## src/rtl/mem_pixel_streamer_pkg.sv

```systemverilog
// Shared constants for the pixel streamer: flag bit positions, output FIFO depth
// and controller state encodings.
package mem_pixel_streamer_pkg;

   localparam int FLAG_SOF   = 0;
   localparam int FLAG_EOL   = 1;
   localparam int FLAG_EOF   = 2;
   localparam int NUM_FLAGS  = 3;

   localparam int FIFO_DEPTH = 4;
   localparam int CNT_W      = $clog2(FIFO_DEPTH + 1);

   typedef enum logic [1:0] {
      ST_IDLE  = 2'd0,
      ST_RUN   = 2'd1,
      ST_DRAIN = 2'd2
   } state_e;

endpackage

```

## src/rtl/mem_pixel_streamer_stream_fifo.sv

```systemverilog
// Small synchronous FIFO buffering pixel+flag words between memory capture and
// the output stream. Fall-through read port: dout shows the head entry.
module stream_fifo
   import mem_pixel_streamer_pkg::*;
#(
   parameter int WIDTH = 11
)(
   input  logic             clk,
   input  logic             rst,
   input  logic             push,
   input  logic [WIDTH-1:0] din,
   input  logic             pop,
   output logic [WIDTH-1:0] dout,
   output logic             full,
   output logic             empty,
   output logic [CNT_W-1:0] count
);

   localparam int PTR_W = $clog2(FIFO_DEPTH);

   logic [FIFO_DEPTH-1:0][WIDTH-1:0] mem_q, mem_d;
   logic [PTR_W-1:0]                 wr_ptr_q, wr_ptr_d;
   logic [PTR_W-1:0]                 rd_ptr_q, rd_ptr_d;
   logic [CNT_W-1:0]                 count_q, count_d;
   logic                             do_push, do_pop;

   assign full    = (count_q == CNT_W'(FIFO_DEPTH));
   assign empty   = (count_q == '0);
   assign do_pop  = pop && !empty;
   // A push into a full FIFO is only accepted when the head leaves in the same cycle.
   assign do_push = push && (!full || do_pop);
   assign dout    = mem_q[rd_ptr_q];
   assign count   = count_q;

   always_comb begin
      mem_d    = mem_q;
      wr_ptr_d = wr_ptr_q;
      rd_ptr_d = rd_ptr_q;
      count_d  = count_q;
      if (do_push) begin
         mem_d[wr_ptr_q] = din;
         wr_ptr_d        = wr_ptr_q + 1'b1;
      end
      if (do_pop) begin
         rd_ptr_d = rd_ptr_q + 1'b1;
      end
      case ({do_push, do_pop})
         2'b10:   count_d = count_q + 1'b1;
         2'b01:   count_d = count_q - 1'b1;
         default: count_d = count_q;
      endcase
   end

   always_ff @(posedge clk) begin
      if (rst) begin
         wr_ptr_q <= '0;
         rd_ptr_q <= '0;
         count_q  <= '0;
      end else begin
         wr_ptr_q <= wr_ptr_d;
         rd_ptr_q <= rd_ptr_d;
         count_q  <= count_d;
      end
   end

   always_ff @(posedge clk) begin
      mem_q <= mem_d;
   end

endmodule

```

## src/rtl/mem_pixel_streamer.sv

```systemverilog
// Raster-order ROM reader: issues reads under a FIFO credit limit, carries
// frame flags alongside the read latency and emits pixels on valid/ready.
module mem_pixel_streamer
   import mem_pixel_streamer_pkg::*;
#(
   parameter int ADDR_W    = 4,
   parameter int DATA_W    = 8,
   parameter int IMG_W     = 4,
   parameter int IMG_H     = 4,
   parameter int RD_LAT    = 0,
   parameter int BASE_ADDR = 0
)(
   input  logic              clk,
   input  logic              rst,
   input  logic              start,
   output logic              busy,
   output logic              done,
   output logic [ADDR_W-1:0] mem_addr,
   input  logic [DATA_W-1:0] mem_rdata,
   output logic              m_valid,
   input  logic              m_ready,
   output logic [DATA_W-1:0] m_data,
   output logic              m_sof,
   output logic              m_eol,
   output logic              m_eof
);

   localparam int COL_W = (IMG_W > 1) ? $clog2(IMG_W) : 1;
   localparam int ROW_W = (IMG_H > 1) ? $clog2(IMG_H) : 1;
   localparam int FW    = DATA_W + NUM_FLAGS;

   state_e              state_q, state_d;
   logic [ADDR_W-1:0]   mem_addr_q, mem_addr_d;
   logic [COL_W-1:0]    col_q, col_d;
   logic [ROW_W-1:0]    row_q, row_d;
   logic                issue;
   logic [NUM_FLAGS-1:0] cur_flags;
   logic [CNT_W-1:0]    in_flight;
   logic [CNT_W:0]      credit_used;

   logic                fifo_push, fifo_pop, fifo_full, fifo_empty;
   logic [FW-1:0]       fifo_din, fifo_dout;
   logic [CNT_W-1:0]    fifo_count;

   // Stage 0 is the issue cycle; stage RD_LAT lines up with mem_rdata.
   logic [RD_LAT:0]                 vld_pipe;
   logic [RD_LAT:0][NUM_FLAGS-1:0]  flg_pipe;

   always_comb begin
      cur_flags           = '0;
      cur_flags[FLAG_SOF] = (row_q == '0) && (col_q == '0);
      cur_flags[FLAG_EOL] = (col_q == COL_W'(IMG_W - 1));
      cur_flags[FLAG_EOF] = cur_flags[FLAG_EOL] && (row_q == ROW_W'(IMG_H - 1));
   end

   assign credit_used = {1'b0, fifo_count} + {1'b0, in_flight};

   always_comb begin
      state_d    = state_q;
      mem_addr_d = mem_addr_q;
      col_d      = col_q;
      row_d      = row_q;
      issue      = 1'b0;
      done       = 1'b0;
      case (state_q)
         ST_IDLE: begin
            if (start) begin
               state_d    = ST_RUN;
               mem_addr_d = ADDR_W'(BASE_ADDR);
               col_d      = '0;
               row_d      = '0;
            end
         end
         ST_RUN: begin
            // Reads in flight reserve FIFO space, so capture can never overflow.
            if (credit_used < (CNT_W+1)'(FIFO_DEPTH)) begin
               issue      = 1'b1;
               mem_addr_d = mem_addr_q + 1'b1;
               if (cur_flags[FLAG_EOF]) begin
                  state_d = ST_DRAIN;
               end else if (cur_flags[FLAG_EOL]) begin
                  col_d = '0;
                  row_d = row_q + 1'b1;
               end else begin
                  col_d = col_q + 1'b1;
               end
            end
         end
         ST_DRAIN: begin
            if (fifo_empty && (in_flight == '0)) begin
               done    = 1'b1;
               state_d = ST_IDLE;
            end
         end
         default: state_d = ST_IDLE;
      endcase
   end

   always_ff @(posedge clk) begin
      if (rst) begin
         state_q    <= ST_IDLE;
         mem_addr_q <= ADDR_W'(BASE_ADDR);
         col_q      <= '0;
         row_q      <= '0;
      end else begin
         state_q    <= state_d;
         mem_addr_q <= mem_addr_d;
         col_q      <= col_d;
         row_q      <= row_d;
      end
   end

   assign vld_pipe[0] = issue;
   assign flg_pipe[0] = cur_flags;

   generate
      if (RD_LAT > 0) begin : g_pipe
         logic [RD_LAT:1]                vld_q, vld_d;
         logic [RD_LAT:1][NUM_FLAGS-1:0] flg_q, flg_d;

         always_comb begin
            vld_d = vld_pipe[RD_LAT-1:0];
            flg_d = flg_pipe[RD_LAT-1:0];
         end

         always_ff @(posedge clk) begin
            if (rst) begin
               vld_q <= '0;
               flg_q <= '0;
            end else begin
               vld_q <= vld_d;
               flg_q <= flg_d;
            end
         end

         assign vld_pipe[RD_LAT:1] = vld_q;
         assign flg_pipe[RD_LAT:1] = flg_q;

         always_comb begin
            in_flight = '0;
            for (int i = 1; i <= RD_LAT; i++) begin
               in_flight = in_flight + CNT_W'(vld_q[i]);
            end
         end
      end else begin : g_nopipe
         assign in_flight = '0;
      end
   endgenerate

   assign fifo_push = vld_pipe[RD_LAT];
   assign fifo_din  = {flg_pipe[RD_LAT], mem_rdata};
   assign fifo_pop  = m_valid && m_ready;

   stream_fifo #(.WIDTH(FW)) u_fifo (
      .clk   (clk),
      .rst   (rst),
      .push  (fifo_push),
      .din   (fifo_din),
      .pop   (fifo_pop),
      .dout  (fifo_dout),
      .full  (fifo_full),
      .empty (fifo_empty),
      .count (fifo_count)
   );

   a_no_overflow: assert property (@(posedge clk) disable iff (rst)
      !(fifo_push && fifo_full && !fifo_pop));

   // Outputs read as zero whenever nothing is presented, including after reset.
   assign busy     = (state_q != ST_IDLE);
   assign mem_addr = mem_addr_q;
   assign m_valid  = !fifo_empty;
   assign m_data   = fifo_empty ? '0 : fifo_dout[DATA_W-1:0];
   assign m_sof    = !fifo_empty && fifo_dout[DATA_W + FLAG_SOF];
   assign m_eol    = !fifo_empty && fifo_dout[DATA_W + FLAG_EOL];
   assign m_eof    = !fifo_empty && fifo_dout[DATA_W + FLAG_EOF];

endmodule

```

## config.mk

```make
export PLATFORM = sky130hd
export DESIGN_NAME = mem_pixel_streamer
export DESIGN_NICKNAME = d
export VERILOG_FILES = /design/src/rtl/mem_pixel_streamer_pkg.sv /design/src/rtl/mem_pixel_streamer_stream_fifo.sv /design/src/rtl/mem_pixel_streamer.sv
export SDC_FILE = /design/constraint.sdc
export NUM_CORES = 1
export LEC_CHECK = 0
export ABC_AREA = 0
export CAP_MARGIN = 30
export CORE_MARGIN = 5
export CORE_UTILIZATION = 23
export DETAILED_ROUTE_END_ITERATION = 6
export GPL_ROUTABILITY_DRIVEN = 0
export HOLD_SLACK_MARGIN = 0.15
export PLACE_DENSITY = 0.45
export SYNTH_ARGS = -nofsm -noshare
export SYNTH_HDL_FRONTEND = slang
export SYNTH_SLANG_ARGS = --single-unit
```

## constraint.sdc

```tcl
create_clock -name clk -period 6.3 [get_ports clk]
set_clock_uncertainty 0.2 [all_clocks]
set_input_delay 0.945 -clock clk [delete_from_list [all_inputs] [get_ports clk]]
set_output_delay 0.945 -clock clk [all_outputs]
set_load 0.05 [all_outputs]
```

==> key figures, run 1 <==
Route
  • Initial drt markers: 95
  • Routed Antenna Nets: 0
  • Final wirelength: slightly above 5000 um
  • Per-cell routed wire length: about 14 um
  • Vias/cell: 4.15
  • DRC: 0
  • Drt first pass iters: 4
  • DR vias: about 1500

Timing
  • Crit share post-route: around three fifths
  • Final setup vio count: 0
  • Slew Viols, Final: 0
  • Least-Margin Pin Slew: around 0.90 ns
  • Final setup TNS: 0 ns
  • Final min period: between 3 and 4 ns
  • Unrepaired setup endpoints after global routing: false
  • Hold Fails Final Rpt: 0
  • Fmax: between 200 and 300 MHz
  • Slew HR: 39.8%

Cells and area
  • Antenna cell count: 0
  • Filler Cells Inserted: 1175
  • Nets: ~240
  • Commonest cells after routing, fill and taps aside: edfxtp_1 (44), clkdlybuf4s50_1 (29), and2_1 (17), dfxtp_1 (17), inv_1 (14)
  • Layout cell share with drive strength beyond 1: 12.6%
  • Commonest non-fill, non-tap cell in the layout: edfxtp_1
  • Area Overhead vs Synth: 27.5%
  • Fin area: roughly 3300 um2

Clock tree
  • Clock latency on the worst-skew pair: 0.32 ns
  • Cts hold-fix bufs: 0
  • Clock Tree Buf Depth: 2
  • Clock sinks: between 60 and 70
  • CTS H-tree depth: 3
  • Worst-path clk slew: 0.05 ns
  • Post-CTS Setup Bufs: 0
  • CTS Buf Count: 9
  • Clock root buffer: clkbuf_16
  • TritonCTS clock tree: built
  • Resized cells post-CTS: 0

Setup path
  • Worst reg-to-reg path cell count: 8
  • CP startpoint kind: register
  • Origin of the worst setup path: u_fifo.rd_ptr_q[0]
  • Critical path class: register to output pin
  • Reg-to-Reg Start: u_fifo.count[2]
  • Critical Path AT: 2.70 ns
  • Setup crit end kind: output pin
  • Max FO, Critical Path: 13
  • Critical Path RT: 5.15 ns

Synthesis
  • Library cells used by synthesis: 30
  • Synthesized area: approximately 2600 um2
  • Share of the synthesized area in the top cell type: 50.3%
  • Cells after synthesis: between 150 and 200
  • Sequential area share after synthesis: approximately 63%
  • Synth Net Count: 206
  • Dominant cells by area after synthesis: edfxtp_1 (50%), dfxtp_1 (13%), mux4_2 (9.4%)
  • Yosys reg bits: 61
  • Syn avg cell area: 14.3 um2
  • Post-synth top area cell: edfxtp_1
  • Synth warn: 0

Floorplanning
  • CORE AREA: 11300 um2
  • Die area: 13600 um2
  • Die height: 117 um
  • Initial core utilization: 23.2%
  • Die Width: 117 um
  • Top Ports: 30
  • Rows: 39

Pwr
  • Lkg Pwr: 1.12 nW
  • Power per cell area: approximately 440 nW/um2
  • VDD IR max: around 0.00017 V
  • Total chip power: around 0.0015 W

Worst hold path
  • WHS Path Cells: 2
  • Hold WC Path Type: register to register
  • Hold wc startpoint: row_q[0]

Global routing
  • Global-route wire length before repair: 8690 um
  • GRT Residual Overflow: 0
  • Number of global-route vias before repair: 1608
  • Antenna violations before repair: 0
  • Largest net degree at the start of global routing: 17
  • Tot GR Track Use: 8.59%

Run
  • Max-cap violations: 0

Status
  • Status: completed

Placed design
  • Detail Placement HPWL: 3400 um
  • DP Area: 3070 um2
  • Port bufs: 29
==> worst max-delay path: stages (launching register included) <==
cell             delay [ns]
dfxtp_1                0.91
mux4_2                 0.61
and2_1                 0.17
clkdlybuf4s50_1        0.69
==> logic make-up after synthesis <==
logic type,Yosys count,synth area share (%)
compound gates,23,5.10
xor+xnor,7,2.34
buf+inv,19,3.10
fa+ha+maj,11,5.53
flops,61,63.3
mux,11,9.44
simple gates,51,11.2
==> per-layer routing <==
| metal | track usage, % | vias to the layer above | share of wire, % |
|---|---|---|---|
| met5 | 0 | - | 0 |
| met4 | 4.82 | 0 | 2.1 |
| met3 | 2.31 | 9 | 4.9 |
| met2 | 13.5 | 26 | 48 |
| met1 | 10.7 | 736 | 45 |
| li1 | - | 743 | - |
==> state kept, by name, summed over array words and instances, names as in the netlist <==
name / flops
state_q: 2
u_fifo.count: 3
u_fifo.mem_q: 44
u_fifo.wr_ptr_q: 2
row_q: 2
col_q: 2
mem_addr: 4
u_fifo.rd_ptr_q: 2
==> synthesized netlist by cell type <==
cell type,instances
nand2b_4,2
buf_2,2
a211o_1,1
a21oi_1,10
or3_1,3
nor3b_1,1
and3_1,1
fa_1,1
nor2_1,13
and4bb_2,1
clkbuf_1,2
dfxtp_1,17
o211ai_1,1
a21o_1,2
inv_1,14
nor2_2,1
edfxtp_1,44
nand2_1,4
buf_6,1
ha_1,10
nor4_1,1
o21ai_0,5
nand3_1,6
mux4_2,11
xnor2_1,4
and2_1,17
nor4b_1,1
a211oi_1,2
a31oi_1,2
xor2_1,3
==> metrics by stage <==
| stage | hold slack [ns] | std cells | utilization [%] | setup WS (ns) |
|---|---|---|---|---|
| after floorplan | 0.264 | 183 | - | 2.95 |
| after global placement | 0.296 | 350 | 27.1 | 2.76 |
| after detailed placement | 0.302 | 350 | 27.1 | 2.73 |
| after CTS | 0.307 | 365 | 29.6 | 2.39 |
| after global routing | 0.354 | 365 | 29.6 | 2.27 |
| final | 0.310 | 365 | 29.6 | 2.45 |
==> cell type report <==
cell class / count / area (um2) / area share (%)
well taps: 143 / 179 / 5.35
clock buffers: 10 / 229 / 6.84
flip-flops and latches: 61 / 1660 / 49.6
clock inverters: 5 / 52.6 / 1.57
inverters: 14 / 52.6 / 1.57
repair buffers: 29 / 290 / 8.67
multi-input cells: 103 / 882 / 26.4
==> final timing paths <==
kind / end / slack [ns]
min: row_q[0] / 0.31
max reg2reg: u_fifo.count[2] / 3.59
min reg2reg: row_q[0] / 0.31
max: m_eof / 2.45
==> where the power goes <==
part,internal (W),switching (W),total (W)
registers,0.000464,0.0000435,0.000507
clock network,0.000301,0.000161,0.000462
logic,0.000195,0.000304,0.000499
No activity file was read; power rests on OpenSTA's default activity.
==> run 2: changes to the inputs <==
clock period = 3.9 ns   (was 6.3 ns; I/O delays follow)
==> run 2 against run 1 <==
Against the previous run: wire length fell by 0.53%; core utilization is essentially flat; via count down 0.26%; non-clock buffer count grew 1; register-to-register slack worse by 2.5 ns; design area shrank 0.15%; first-iteration DRC count is 68% lower; clock power grew 52%; worst hold slack lost 0.0050 ns; global-route usage is 0.24 points lower; cell count is 0.55% higher; combinational power increased by 68%; critical path type unchanged; largest cell class unchanged; highest routed layer unchanged.
==> key figures, run 2 (synthesis gave the netlist of run 1 again) <==
Status
  • Status: completed (unchanged)

Floorplanning
  • Initial core utilization: 23.2% (unchanged)
  • CORE AREA: 11300 um2 (unchanged)
  • Die height: 117 um (unchanged)
  • Die area: 13600 um2 (unchanged)
  • Die Width: 117 um (unchanged)
  • Top Ports: 30 (unchanged)
  • Rows: 39 (unchanged)

Route
  • DRC: 0 (unchanged)
  • Routed Antenna Nets: 0 (unchanged)
  • Per-cell routed wire length: 13.9 um (was 14.1 um)
  • Final wirelength: 5110 um (was 5140 um)
  • Vias/cell: 4.11 (was 4.15)
  • Drt first pass iters: 4 (unchanged)
  • Initial drt markers: 30 (was 95)
  • DR vias: 1510 (was 1514)

Pwr
  • Clock power share: 30.1% (was 31.5%)
  • Sw Pwr: 0.000842 W (was 0.000508 W)
  • Lkg Pwr: 1.11 nW (was 1.12 nW)
  • Power per cell area: 700 nW/um2 (was 439 nW/um2)
  • Combinational share of power: 35.8% (was 34.0%)
  • Net Sw Frac: 36.0% (was 34.6%)
  • Reg power frac: 34.1% (was 34.5%)
  • Int Pwr: 0.00150 W (was 0.000960 W)
  • VDD IR max: 0.000279 V (was 0.000175 V)

Timing
  • Final setup TNS: 0 ns (unchanged)
  • Least-Margin Pin Slew: 0.651 ns (was 0.901 ns)
  • Crit share post-route: 86.7%
  • Slew Viols, Final: 0 (unchanged)
  • Fmax: roughly 300 MHz
  • Setup ws final: 0.520 ns (was 2.45 ns)
  • Hold Fails Final Rpt: 0 (unchanged)
  • Final setup vio count: 0 (unchanged)
  • Slew HR: 56.6% (was 39.8%)
  • Final min period: 3.38 ns
  • Unrepaired setup endpoints after global routing: false (unchanged)

Setup path
  • Max FO, Critical Path: 8 (was 13)
  • Worst reg-to-reg path cell count: 8 (unchanged)
  • Critical Path RT: 3.12 ns (was 5.15 ns)
  • Critical path class: register to output pin (unchanged)
  • Setup crit end kind: output pin (unchanged)
  • CP startpoint kind: register (unchanged)
  • Critical Path AT: 2.59 ns (was 2.70 ns)

Cells and area
  • Largest reg by FF count: u_fifo.mem_q (unchanged)
  • Layout cell share with drive strength beyond 1: 13.8% (was 12.6%)
  • Max reg flops: 44 (unchanged)
  • Area Overhead vs Synth: 27.3% (was 27.5%)
  • Nets: 242 (was 241)
  • Filler Cells Inserted: 1155 (was 1175)
  • Commonest cells after routing, fill and taps aside: edfxtp_1 (44), clkdlybuf4s50_1 (29), and2_1 (17), dfxtp_1 (17), inv_1 (14) (unchanged)
  • Antenna cell count: 0 (unchanged)
  • Commonest non-fill, non-tap cell in the layout: edfxtp_1 (unchanged)

Global routing
  • Largest net degree at the start of global routing: 17 (unchanged)
  • Tot GR Track Use: 8.35% (was 8.59%)
  • GRT Residual Overflow: 0 (unchanged)
  • Antenna violations before repair: 0 (unchanged)
  • Number of global-route vias before repair: 1588 (was 1608)
  • Global-route wire length before repair: 8340 um (was 8690 um)

Clock tree
  • Clock root buffer: clkbuf_16 (unchanged)
  • Worst-path clk slew: 0.05 ns (about the same)
  • Resized cells post-CTS: 0 (unchanged)
  • Post-CTS Setup Bufs: 0 (unchanged)
  • CTS H-tree depth: 3 (unchanged)
  • Clock Tree Buf Depth: 2 (unchanged)
  • Clock sinks: 61 (unchanged)
  • Cts hold-fix bufs: 0 (unchanged)
  • TritonCTS clock tree: built (unchanged)
  • CTS Buf Count: 9 (unchanged)
  • Clock latency on the worst-skew pair: 0.32 ns (about the same)

Placed design
  • Detail Placement HPWL: 3430 um (was 3400 um)
  • Port bufs: 29 (unchanged)
  • Pre-CTS setup slack: 0.827 ns (was 2.73 ns)

Worst hold path
  • WHS Path Cells: 2 (unchanged)
  • Hold WC Path Type: register to register (unchanged)

Run
  • Max-cap violations: 0 (unchanged)
## run 2: cell count changes in the layout (fill, tap and decap cells not counted), sizes merged
cell	change
buf	+1
bufinv	-1
clkinv	+1
clkinvlp	+1
## run 2: cell type report
| class | count | area [um2] | share of cell area, % |
|---|---|---|---|
| clock buffers | 10 | 229 | 6.85 |
| clock inverters | 6 | 40.0 | 1.20 |
| inverters | 14 | 52.6 | 1.57 |
| multi-input cells | 103 | 882 | 26.4 |
| flip-flops and latches | 61 | 1660 | 49.7 |
| well taps | 143 | 179 | 5.35 |
| repair buffers | 30 | 298 | 8.91 |
## run 2: power groups by stage
stage               Clock (W)  Combinational, W  Sequential [W]
floorplan                   0          0.000608        0.000795
global placement            0          0.000851        0.000812
detailed placement          0          0.000854        0.000814
CTS                  0.000727          0.000857        0.000801
global route         0.000760          0.000905        0.000807
finish               0.000703          0.000838        0.000799
## run 2: path summary, 6_finish.rpt
path / to / start / slack (ns)
setup / recovery: m_data[1] / u_fifo.rd_ptr_q[0] / 0.52
hold / removal: row_q[0] / row_q[0] / 0.30
setup reg to reg: u_fifo.count[2] / u_fifo.count[2] / 1.13
hold reg to reg: row_q[0] / row_q[0] / 0.30
## run 2: worst max-delay path, cell delays in order, from the launching register on
cell,delay (ns)
dfxtp_1,0.58
buf_4,0.29
mux4_2,0.50
and2_1,0.19
clkdlybuf4s50_1,0.71
## run 2: metrics by stage
step	total power [W]	cells	hold slack [ns]	instance area [um2]	util, %
global route	0.00247	367	0.344	3340	29.5
floorplan	0.00140	183	0.264	2630	-
finish	0.00234	367	0.305	3340	29.5
detailed placement	0.00167	351	0.298	3070	27.1
CTS	0.00238	367	0.305	3340	29.5
global placement	0.00166	351	0.292	3070	27.1
## run 2: metal layers
layer | vias up | part of all wire (%) | GRT usage (%)
met5 | - | 0 | 0
met4 | 0 | 2.1 | 5.05
met3 | 10 | 4.2 | 2.47
met2 | 35 | 49 | 12.9
met1 | 720 | 45 | 10.3
li1 | 745 | - | -
